--- config.mk ---
export PLATFORM = sky130hd
export DESIGN_NAME = servo_pwm_decoder
export DESIGN_NICKNAME = d
export VERILOG_FILES = /design/src/rtl/servo_dec_pkg.sv /design/src/rtl/pwm_edge_sync.sv /design/src/rtl/servo_pwm_decoder.sv
export SDC_FILE = /design/constraint.sdc
export NUM_CORES = 1
export LEC_CHECK = 0
export CAP_MARGIN = 20
export CORE_UTILIZATION = 54
export CTS_CLUSTER_DIAMETER = 150
export DETAILED_ROUTE_END_ITERATION = 8
export GPL_ROUTABILITY_DRIVEN = 0
export HOLD_SLACK_MARGIN = 0.05
export PLACE_DENSITY = 0.72
export REMOVE_ABC_BUFFERS = 1
export SYNTH_ARGS = -nofsm -noshare
export SYNTH_HDL_FRONTEND = slang
export SYNTH_SLANG_ARGS = --single-unit
--- constraint.sdc ---
create_clock -name clk -period 2.9 [get_ports clk]
set_input_delay 0.58 -clock clk [delete_from_list [all_inputs] [get_ports clk]]
set_output_delay 0.58 -clock clk [all_outputs]
set_load 0.03 [all_outputs]
--- src/rtl/servo_dec_pkg.sv ---
// Shared FSM state encoding, default timing constants and position helpers
// for the servo PWM decoder.
package servo_dec_pkg;

  typedef enum logic [1:0] {
    ST_ARM  = 2'd0,
    ST_IDLE = 2'd1,
    ST_OFFS = 2'd2,
    ST_MEAS = 2'd3
  } dec_state_t;

  localparam int DEF_OFFSET  = 6000;
  localparam int DEF_STEP    = 94;
  localparam int DEF_TIMEOUT = 300000;

  // Consecutive low samples required before arming; longer than the deepest
  // synchronizer/filter pipeline so flops cleared by reset cannot fake a low.
  localparam int ARM_LOW_CYCLES = 8;

  localparam logic [7:0] POS_MAX = 8'hFF;

  function automatic logic [7:0] pos_sat_inc(input logic [7:0] p);
    return (p == POS_MAX) ? POS_MAX : p + 8'd1;
  endfunction

endpackage

--- src/rtl/pwm_edge_sync.sv ---
// Two-flop synchronizer, optional 3-sample glitch filter, registered edge detect.
// Define SERVO_DEC_GLITCH_FILTER_EN to include the glitch filter (+2 cycles latency).
module pwm_edge_sync (
  input  logic clk,
  input  logic rstn,
  input  logic servo,
  output logic level,
  output logic rise,
  output logic fall
);

  logic sync_p0, sync_p1, prev_p2;

  always_ff @(posedge clk) begin
    if (!rstn) begin
      sync_p0 <= 1'b0;
      sync_p1 <= 1'b0;
    end else begin
      sync_p0 <= servo;
      sync_p1 <= sync_p0;
    end
  end

`ifdef SERVO_DEC_GLITCH_FILTER_EN
  logic hist_p0, hist_p1, filt_q;

  always_ff @(posedge clk) begin
    if (!rstn) begin
      hist_p0 <= 1'b0;
      hist_p1 <= 1'b0;
      filt_q  <= 1'b0;
    end else begin
      hist_p0 <= sync_p1;
      hist_p1 <= hist_p0;
      filt_q  <= level;
    end
  end

  // Follow the input only once three consecutive samples agree.
  assign level = (sync_p1 == hist_p0 && hist_p0 == hist_p1) ? sync_p1 : filt_q;
`else
  assign level = sync_p1;
`endif

  always_ff @(posedge clk) begin
    if (!rstn) prev_p2 <= 1'b0;
    else       prev_p2 <= level;
  end

  assign rise = level & ~prev_p2;
  assign fall = ~level & prev_p2;

endmodule

--- src/rtl/servo_pwm_decoder.sv ---
// Servo PWM pulse-width decoder: measures each high pulse by counting and reports
// an 8-bit position with range flags, plus signal-loss detection.
// SERVO_DEC_GLITCH_FILTER_EN (see pwm_edge_sync) adds an input glitch filter.
module servo_pwm_decoder
  import servo_dec_pkg::*;
#(
  parameter int OFFSET  = DEF_OFFSET,
  parameter int STEP    = DEF_STEP,
  parameter int TIMEOUT = DEF_TIMEOUT
) (
  input  logic       clk,
  input  logic       rstn,
  input  logic       servo,
  output logic [7:0] pos,
  output logic       valid,
  output logic       under,
  output logic       over,
  output logic       lost
);

  localparam int OFF_W = $clog2(OFFSET + 1);
  localparam int PRE_W = $clog2(STEP + 1);
  localparam int TMO_W = $clog2(TIMEOUT + 1);
  localparam int ARM_W = $clog2(ARM_LOW_CYCLES);

  // The rise cycle itself is the first high tick, so OFFS ends one count early.
  localparam logic [OFF_W-1:0] OFF_LAST = OFF_W'(OFFSET - 2);
  localparam logic [PRE_W-1:0] PRE_LAST = PRE_W'(STEP - 1);
  localparam logic [TMO_W-1:0] TMO_LAST = TMO_W'(TIMEOUT - 1);
  localparam logic [TMO_W-1:0] TMO_MAX  = TMO_W'(TIMEOUT);
  localparam logic [ARM_W-1:0] ARM_LAST = ARM_W'(ARM_LOW_CYCLES - 1);

  logic level, rise, fall;

  pwm_edge_sync u_sync (
    .clk   (clk),
    .rstn  (rstn),
    .servo (servo),
    .level (level),
    .rise  (rise),
    .fall  (fall)
  );

  dec_state_t       state_q, state_d;
  logic [OFF_W-1:0] off_q, off_d;
  logic [PRE_W-1:0] pre_q, pre_d;
  logic [7:0]       cnt_q, cnt_d;
  logic             ovr_q, ovr_d;
  logic [ARM_W-1:0] arm_q, arm_d;
  logic [TMO_W-1:0] tmo_q, tmo_d;
  logic [7:0]       pos_d;
  logic             under_d, over_d, valid_d, lost_d;
  logic             tmo_hit;

  always_ff @(posedge clk) begin
    if (!rstn) begin
      state_q <= ST_ARM;
      off_q   <= '0;
      pre_q   <= '0;
      cnt_q   <= '0;
      ovr_q   <= 1'b0;
      arm_q   <= '0;
      tmo_q   <= '0;
      pos     <= '0;
      under   <= 1'b0;
      over    <= 1'b0;
      valid   <= 1'b0;
      lost    <= 1'b1;
    end else begin
      state_q <= state_d;
      off_q   <= off_d;
      pre_q   <= pre_d;
      cnt_q   <= cnt_d;
      ovr_q   <= ovr_d;
      arm_q   <= arm_d;
      tmo_q   <= tmo_d;
      pos     <= pos_d;
      under   <= under_d;
      over    <= over_d;
      valid   <= valid_d;
      lost    <= lost_d;
    end
  end

  always_comb begin
    state_d = state_q;
    off_d   = off_q;
    pre_d   = pre_q;
    cnt_d   = cnt_q;
    ovr_d   = ovr_q;
    arm_d   = arm_q;
    pos_d   = pos;
    under_d = under;
    over_d  = over;
    valid_d = 1'b0;
    lost_d  = lost;

    // A rise in the terminal cycle cancels the timeout.
    tmo_hit = (tmo_q == TMO_LAST) && !rise;
    if (rise)                tmo_d = '0;
    else if (tmo_q == TMO_MAX) tmo_d = tmo_q;
    else                     tmo_d = tmo_q + 1'b1;

    case (state_q)
      ST_ARM: begin
        if (level) begin
          arm_d = '0;
        end else if (arm_q == ARM_LAST) begin
          arm_d   = '0;
          state_d = ST_IDLE;
        end else begin
          arm_d = arm_q + 1'b1;
        end
      end
      ST_IDLE: begin
        if (rise) begin
          off_d   = '0;
          pre_d   = '0;
          cnt_d   = '0;
          ovr_d   = 1'b0;
          state_d = ST_OFFS;
        end
      end
      ST_OFFS: begin
        if (fall) begin
          pos_d   = '0;
          under_d = 1'b1;
          over_d  = 1'b0;
          valid_d = 1'b1;
          state_d = ST_IDLE;
        end else if (off_q == OFF_LAST) begin
          state_d = ST_MEAS;
        end else begin
          off_d = off_q + 1'b1;
        end
      end
      ST_MEAS: begin
        if (fall) begin
          pos_d   = cnt_q;
          under_d = 1'b0;
          over_d  = ovr_q;
          valid_d = 1'b1;
          state_d = ST_IDLE;
        end else if (!ovr_q) begin
          if (pre_q == PRE_LAST) begin
            pre_d = '0;
            // The 256th position unit marks overflow and freezes counting.
            if (cnt_q == POS_MAX) ovr_d = 1'b1;
            else                  cnt_d = pos_sat_inc(cnt_q);
          end else begin
            pre_d = pre_q + 1'b1;
          end
        end
      end
      default: state_d = ST_ARM;
    endcase

    if (valid_d) lost_d = 1'b0;

    if (tmo_hit) begin
      state_d = ST_ARM;
      arm_d   = '0;
      valid_d = 1'b0;
      pos_d   = pos;
      under_d = under;
      over_d  = over;
      lost_d  = 1'b1;
    end
  end

endmodule
==> impl_metrics.tcl <==
set metrics [dict create \
    slowest_delay_ps 510 \
    clk_pin_slew_ps 70 \
    rr_worst_depth 7 \
    routed_wl_mm 6.48 \
    routed_via_density 5.70 \
    dpl_cell_area_sq_mm 0.00356 \
    tightest_slew_ps 717 \
    critPathMaxFanout 9 \
    critPathTopFamily "simple AND/OR/NAND/NOR gates" \
    cellLeakagePower_uw 0.00128 \
    setup-tns-final_ps 0 \
    pin_count 15 \
    ys.flop_type "dfxtp_1" \
    hold_viol 0 \
    io_buffer_count 14 \
    firstDrtPassIters 4 \
    cp.arrival_ps 2600 \
    coreArea_sq_mm 0.00596 \
    crit_required_ps 3170 \
    synth_cells 375 \
    drt_iter0_drc 119 \
    antenna_left 0 \
    cts_num_sinks 68 \
    power_frac_seq_pct 50.4 \
    rows 28 \
    cts_tree "done" \
    clockBufferDepth 2 \
    grt_start_max_net_pins 20 \
    period_needed_ps 2340 \
    min_from "u_sync.sync_p0" \
    hold_path.class "register to register" \
    root_buffer "clkbuf_8" \
    reg2reg_from "state_q[1]" \
    slew_headroom_pct 51.7 \
    routedWlPerCell_um 13.7 \
    worst-path-buf-inv 1 \
    comb_power_share_pct 4.9 \
    crit_path_end_kind "register" \
    final.setup_skew_ps 11.2 \
    grt_overflow_total 0 \
    hold_buffers 0 \
    preCtsSetupSlack_ps 584 \
    ys_ff_latch 68 \
    antenna_cells 0 \
    ys_seq_area_share_pct 40.6 \
    vias 2703 \
    path_class "register to register" \
    finalSetupViolations 0 \
    design_area_sq_mm 0.00377 \
    track_usage_pct 21.4 \
    worstReg2RegEnd "off_q[10]" \
    synth_edf_count 0 \
    die-width_um 80.8 \
    antenna_found_initial 0 \
    fin_crit_sh_pct 80.6 \
    die_area_sq_mm 0.00654 \
    die_h_um 80.8 \
    maxCapViolations 0 \
    final_common_cell "dfxtp_1" \
    rsz0062_at_grt "no" \
    crit_cells 7 \
    hold_end "u_sync.level" \
    p_int_uw 1470 \
    slew_violations 0 \
    sw_frac_of_total_pct 22.9 \
    grt_pass1_wl_mm 10.7 \
    syn_area_per_cell_sq_um 8.95 \
    ys_async_sr_fraction_pct 0 \
    synth_warnings 0 \
    final_cell_mix "dfxtp_1, nor2_1, a21oi_1" \
    route.detailed.drc 0 \
    insertion_delay_ps 340 \
    holdPathStages 1 \
    cts_made_buffers 9 \
    start_util_pct 56.4 \
    hpwlAfterDp_mm 4.61 \
    peakVddDrop_mv 0.411 \
    drive_gt1_share_pct 9.27 \
    fmax_mhz 428 \
    p_per_area_mw_per_mm2 505 \
    r2r_slack_ps 560 \
    pwr-share-clk_pct 44.6 \
    start_kind "register" \
    h-tree-depth 3 \
    area_growth_pct 12.3 \
    netlist_area_sq_mm 0.00336 \
    switching_power_uw 436 \
    crit_chain "inv_1, ha_1, o21bai_2, nand3_1, o21a_2, or4_1, a21oi_1" \
    final.setup.worst_slack_ps 564 \
    post_cts_resized 0 \
    cts_setup_buffers 0 \
    nets 412 \
    status "complete, no violations" \
    ys_types 61 \
    grt_pass1_vias 2364 \
    crit_slowest_cell "or4_1" \
]
## power groups by stage
| stage | Clock (uW) | Combinational (uW) | Sequential, uW |
|---|---|---|---|
| floorplan | 0 | 72.4 | 978 |
| global placement | 0 | 91.8 | 980 |
| detailed placement | 0 | 94.5 | 981 |
| CTS | 864 | 94.8 | 960 |
| global route | 907 | 107 | 962 |
| finish | 849 | 94.0 | 960 |
## cell type report
| type | instances | area (sq um) |
|---|---|---|
| timing repair buffer | 18 | 170 |
| clock buffer | 9 | 124 |
| clock inverter | 6 | 88.8 |
| fill | 526 | 2190 |
| sequential | 68 | 1360 |
| tap | 75 | 93.8 |
| multi-input combinational | 283 | 1870 |
| inverter | 15 | 56.3 |
## worst reg2reg max path, delay by kind of cell (launching register included)
kind,cells,cell delay [ps]
AND/OR/NAND/NOR,2,780
AO/OA/AOI/OAI,3,720
flip-flops,1,370
buffers and inverters,1,100
adder cells (fa/ha/maj),1,300
## metrics by stage
| step | hold WS, ps | power (uW) | utilization, % | cells |
|---|---|---|---|---|
| floorplan | 412 | 1050 | - | 366 |
| global placement | 420 | 1070 | 59.7 | 459 |
| detailed placement | 420 | 1080 | 59.7 | 459 |
| CTS | 436 | 1920 | 63.3 | 474 |
| global route | 470 | 1980 | 63.3 | 474 |
| finish | 433 | 1900 | 63.3 | 474 |
## routing by layer
metal | vias up | wire length [um] | GRT usage, %
met5 | - | 0 | 0
met4 | 0 | 47 | 8.21
met3 | 4 | 199 | 5.51
met2 | 33 | 3080 | 33.4
met1 | 1283 | 3150 | 28.2
li1 | 1383 | - | -
## logic make-up after synthesis
logic type               Yosys count  share of synthesized area, %
multiplexers                       4                          1.19
AO/OA/AOI/OAI                     61                          13.0
XOR/XNOR                          27                          7.04
AND/OR/NAND/NOR                  177                          29.4
flip-flops                        68                          40.6
buffers and inverters             24                          3.62
adder cells (fa/ha/maj)           14                          5.22
## how the worst max path moves through the flow
stage                from    endpoint  slack, ps
2_1_floorplan    off_q[1]  state_q[1]        770
3_3_place_gp   state_q[1]   off_q[10]        670
3_5_place_dp   state_q[1]   off_q[10]        580
4_1_cts        state_q[1]   off_q[10]        560
5_1_grt        state_q[1]   off_q[10]        370
6_report       state_q[1]   off_q[10]        560
## cells in the mapped netlist, types with 3 or more instances
master / instances / area, sq um
and3_1: 4 / 25.0
xor2_1: 10 / 87.6
and2_1: 7 / 43.8
nand2b_1: 7 / 43.8
nand3b_1: 3 / 22.5
nand3_1: 18 / 90.1
a22oi_1: 6 / 45.0
a21oi_1: 22 / 110
nor3_1: 12 / 60.1
nand4_1: 10 / 62.6
or3_1: 12 / 75.1
o21ai_0: 12 / 60.1
mux2i_1: 4 / 40.0
and4_1: 3 / 26.3
nor4_1: 6 / 37.5
ha_1: 14 / 175
nand2_1: 18 / 67.6
inv_1: 15 / 56.3
a211oi_1: 3 / 22.5
xnor2_1: 17 / 149
dfxtp_1: 68 / 1360
nor2_1: 54 / 203
clkbuf_1: 3 / 11.3
## sequential cells by signal, summed over array words and instances, names as in the netlist
| signal | cells |
|---|---|
| tmo_q | 19 |
| off_q | 13 |
| cnt_q | 8 |
| pos | 8 |
| pre_q | 7 |
| arm_q | 3 |
| state_q | 2 |
| lost | 1 |
| over | 1 |
| ovr_q | 1 |
| u_sync.level | 1 |
| u_sync.prev_p2 | 1 |
| u_sync.sync_p0 | 1 |
| under | 1 |
| valid | 1 |
(Power assumes the default switching activity.)
==> edit 1 (same settings) <==
Change the package constant `DEF_TIMEOUT` from 300000 to 150000.
--- a/src/rtl/servo_dec_pkg.sv
+++ b/src/rtl/servo_dec_pkg.sv
@@ -12,5 +12,5 @@
   localparam int DEF_OFFSET  = 6000;
   localparam int DEF_STEP    = 94;
-  localparam int DEF_TIMEOUT = 300000;
+  localparam int DEF_TIMEOUT = 150000;
 
   // Consecutive low samples required before arming; longer than the deepest
Check against the original RTL: same outputs for any inputs over 10 cycles, from zero or initial values and one cycle with rstn low; that may be too few to reach the edited logic, so the function may still have changed.
==> edit 1 against the unedited design <==
Total power shrank 5.8%. Setup slack gained 55 ps. Core utilization shrank 1.0 points. Synthesized cell count grew 1.9%. Wire length grew 3.4%. Non-clock buffer count shrank 1. Design area shrank 2.2%. Sequential cell count shrank 1. Sequential share of layout area grew 0.27 points. Combinational power shrank 5.4%. Die area shrank 1.3%. Clock skew shrank 2.3 ps. Synthesized area shrank 1.3%.
==> edit 1: results (changes against the unedited design) <==
synth:
  synth-seq-area-share: 0.405  # -0.000529
  ys_top_cells_by_count: "67 x dfxtp_1, 43 x nor2_1, 37 x nand2_1, 25 x nand3_1, 18 x xnor2_1"
  synth_cell_type_count: 54  # -11%
  number_of_cells_produced_by_synthesis: 382  # +1.9%
  synthTopCellsByArea: "dfxtp_1 40%, ha_1 5.3%, nor2_1 4.9%, xnor2_1 4.8%, nand2_1 4.2%"
  synthesis.yosys.warnings: 0  # unchanged
sta:
  worst_slew_pin_slew_ps: 959  # +242 ps
  clock-skew-final_ps: 8.84  # -2.33 ps
  setup-tns-final_ps: 0  # unchanged
global_routing:
  grt_pass1_vias: 2444  # +3.4%
  grt_usage: 0.234  # +0.0204
  grt_antenna_before_repair: 0  # unchanged
  wire_length_of_the_first_global_routing_pass_um: 11400  # +6.7%
  largest_net_degree_at_the_start_of_global_routing: 19  # -5.0%
worst_hold_path:
  timing.hold.worst.class: "register to register"
  hold_depth: 1  # unchanged
clock_network:
  tritoncts.num_buffers: 9  # unchanged
  clock_insertion_delay_worst_skew_ps: 350
  clock_tree.buffer_depth: 2  # unchanged
power_and_ir_drop:
  largest_vdd_supply_drop_mv: 0.345  # -16%
  leakagePower_nw: 1.26  # -1.6%
worst_setup_path:
  worstPathArrival_ps: 2560  # -40 ps
  timing.critical_path.slowest_cell_delay_ps: 540  # +30 ps
  cp_max_fo: 12  # +3
placement:
  placement.setup.worst_slack_ps: 650  # +66.3 ps
  place_hpwl_um: 4770  # +3.5%
  place_inst: 458  # -0.22%
  placement.cell_area_sq_um: 3500  # -1.6%
finish:
  reg_top3: "tmo_q: 18 flops, off_q: 13 flops"
  ratio_of_cells_with_drive_above_1_in_the_final_layout: 0.0576  # -0.0351
  nNetsFinal: 411  # -0.24%
routing:
  total_wirelength_of_the_detailed_routed_design_um: 6700  # +3.4%
  via_count: 2742  # +1.4%
  first_iter_violations: 128  # +7.6%
run_status:
  outcome: "completed"
## edit 1: cell count changes after synthesis, moves of 6 or more
cell | unedited run | this run
o22ai_1 | 0 | 7
nand3_1 | 18 | 25
a21oi_1 | 22 | 15
nor2_1 | 54 | 43
inv_1 | 15 | 7
nand2_1 | 18 | 37
nor3_1 | 12 | 6
clkbuf_1 | 3 | 12
## edit 1: worst paths after layout
path / from / endpoint / slack [ps]
max: state_q[1] / cnt_q[3] / 620
min: u_sync.sync_p0 / u_sync.level / 450
max reg2reg: state_q[1] / cnt_q[3] / 620
min reg2reg: u_sync.sync_p0 / u_sync.level / 450
## edit 1: power breakdown
| group | switching (mW) | leakage [nW] | internal, mW |
|---|---|---|---|
| logic | 0.0529 | 0.623 | 0.0360 |
| registers | 0.0135 | 0.541 | 0.934 |
| clock network | 0.335 | 0.0947 | 0.421 |
| total | 0.401 | 1.26 | 1.39 |
## edit 1: logic make-up after synthesis
logic type / Yosys count / synth area share
buf+inv: 23 / 0.0291
simple gates: 187 / 0.306
mux: 5 / 0.0155
flops: 67 / 0.405
fa+ha+maj: 14 / 0.0529
xor+xnor: 29 / 0.0767
compound gates: 57 / 0.115
## edit 1: final cells by class
type | instances | area [sq um]
Clock buffer | 14 | 153
Clock inverter | 2 | 35.0
Fill cell | 519 | 2230
Inverter | 7 | 26.3
Multi-Input combinational cell | 292 | 1870
Sequential cell | 67 | 1340
Tap cell | 75 | 93.8
Timing Repair Buffer | 17 | 163
## edit 1: per-layer routing
metal | GRT usage | wire, um
met1 | 0.283 | 3090
met2 | 0.383 | 3330
met3 | 0.0852 | 193
met4 | 0.0804 | 87
met5 | 0 | 0
==> edit 2 (same settings) <==
Without the edit above. Re-encode `dec_state_t` (4 states) as Gray code, 2 bits wide.
--- a/src/rtl/servo_dec_pkg.sv
+++ b/src/rtl/servo_dec_pkg.sv
@@ -4,8 +4,8 @@
 
   typedef enum logic [1:0] {
-    ST_ARM  = 2'd0,
-    ST_IDLE = 2'd1,
-    ST_OFFS = 2'd2,
-    ST_MEAS = 2'd3
+    ST_ARM  = 2'b00,
+    ST_IDLE = 2'b01,
+    ST_OFFS = 2'b11,
+    ST_MEAS = 2'b10
   } dec_state_t;
 
Behaviour: same outputs for any inputs over 10 cycles, from zero or initial values and one cycle with rstn low; not proved beyond that.
==> edit 2 against the unedited design <==
Setup slack improved by 220 ps. Synthesized cell count down 4.3%. Non-clock buffer count unchanged. Total power decreased by 5.6%. Synthesized area decreased by 7.1%. Count of clock-buffer cells in the layout is 3 higher. Sequential share of layout area grew 2.4 points. Clock power is 6.0% lower. Cell count shrank 4.4%. Design area down 6.1%. Sequential cell count stayed put. Wire length down 6.1%. Clock skew fell by 1.2 ps. Critical path type unchanged. Critical endpoint is now cnt_q[6]. Largest power group unchanged.
==> edit 2: results (changes against the unedited design) <==
worst_setup_path:
  critical-path-slowest-cell: "dfxtp_1"
  worstPathArrival_ps: 2390  # -210 ps
  reg2reg_setup_slack_ps: 780  # +220 ps
  timing.critical_path.slowest_cell_delay_ps: 600  # +90 ps
placement:
  place_hpwl_um: 3990  # -13%
  place_inst: 437  # -4.8%
  placement.setup.worst_slack_ps: 854  # +271 ps
power_and_ir_drop:
  largest_vdd_supply_drop_mv: 0.297  # -28%
  power.switching_mw: 0.395  # -9.5%
  leakagePower_nw: 1.26  # -1.7%
  pg_comb_mw: 0.0482  # -49%
  comb_pwr_share: 0.027  # -0.022
synth:
  ys_top_cells_by_count: "68 x dfxtp_1, 43 x nor2_1, 33 x nand2_1, 30 x nand3_1, 27 x xor2_1"
  synth_cell_type_count: 48  # -21%
  synth-seq-area-share: 0.436  # +0.0309
  synth_compound_area_frac: 0.110  # -0.0202
  synth_area_per_cell_sq_um: 8.69  # -2.9%
  synth_fa_ha_area_frac: 0.0361  # -0.0161
  synthTopCellsByArea: "dfxtp_1 44%, xor2_1 7.6%, nor2_1 5.2%, nand3_1 4.8%, nand2_1 4.0%"
  yosys-mux-area-fraction: 0.0100  # -0.00190
finish:
  n_multi_input_combinational_cell: 272  # -3.9%
  layout.nonclk_buf_frac: 0.0481  # +0.00294
  ratio_of_cells_with_drive_above_1_in_the_final_layout: 0.0787  # -0.0140
  inverters: 7  # -8
  instances_no_fill: 453  # -4.4%
  fraction_of_standard_cell_area_in_multi_input_logic: 0.477  # -0.0203
  final_design_area_no_fill_sq_um: 3540  # -6.1%
  nNetsFinal: 388  # -5.8%
  n_clock_buffer: 12  # +3
  fillerInstances: 477  # -9.3%
routing:
  dr_wl_met3_um: 229  # +15%
  met1_length_um: 3060  # -2.7%
  routed-wl-met2_um: 2700  # -12%
  detail_route.first_pass.iterations: 5  # +1
  wl_per_cell_um: 13.4  # -1.7%
global_routing:
  grt_pass1_vias: 2329  # -1.5%
  groute.layer.met3.usage: 0.0635  # +0.00847
  wire_length_of_the_first_global_routing_pass_um: 10700  # +0.20%
sta:
  smallest_hold_slack_ps: 446  # +13.4 ps
  worst_slew_pin_slew_ps: 750  # +33.5 ps
  postLayoutSetupSlackWorst_ps: 782  # +218 ps
run_status:
  outcome: "completed"
edit 2: cell count changes after synthesis, sizes merged, moves of 5 or more:
| cell | change |
|---|---|
| a21oi | -8 |
| a22oi | -6 |
| ha | -5 |
| inv | -8 |
| nand2 | +16 |
| nand3 | +11 |
| nand4 | +6 |
| nor2 | -11 |
| nor3 | -7 |
| o21ai | +9 |
| or3 | -7 |
| xnor2 | -11 |
| xor2 | +17 |
edit 2: path summary, 6_finish.rpt:
check / cells past startpoint / end / start
setup / recovery: 5 / cnt_q[6] / state_q[1]
hold / removal: 1 / u_sync.level / u_sync.sync_p0
setup reg to reg: 5 / cnt_q[6] / state_q[1]
hold reg to reg: 1 / u_sync.level / u_sync.sync_p0
edit 2: logic make-up after synthesis:
kind of cell,after synthesis
buffers and inverters,19
xor gates and xnor gates,33
adders and majority gates,9
DFF,68
and+or+nand+nor,175
AOI/OAI and AO/OA,52
muxes,3
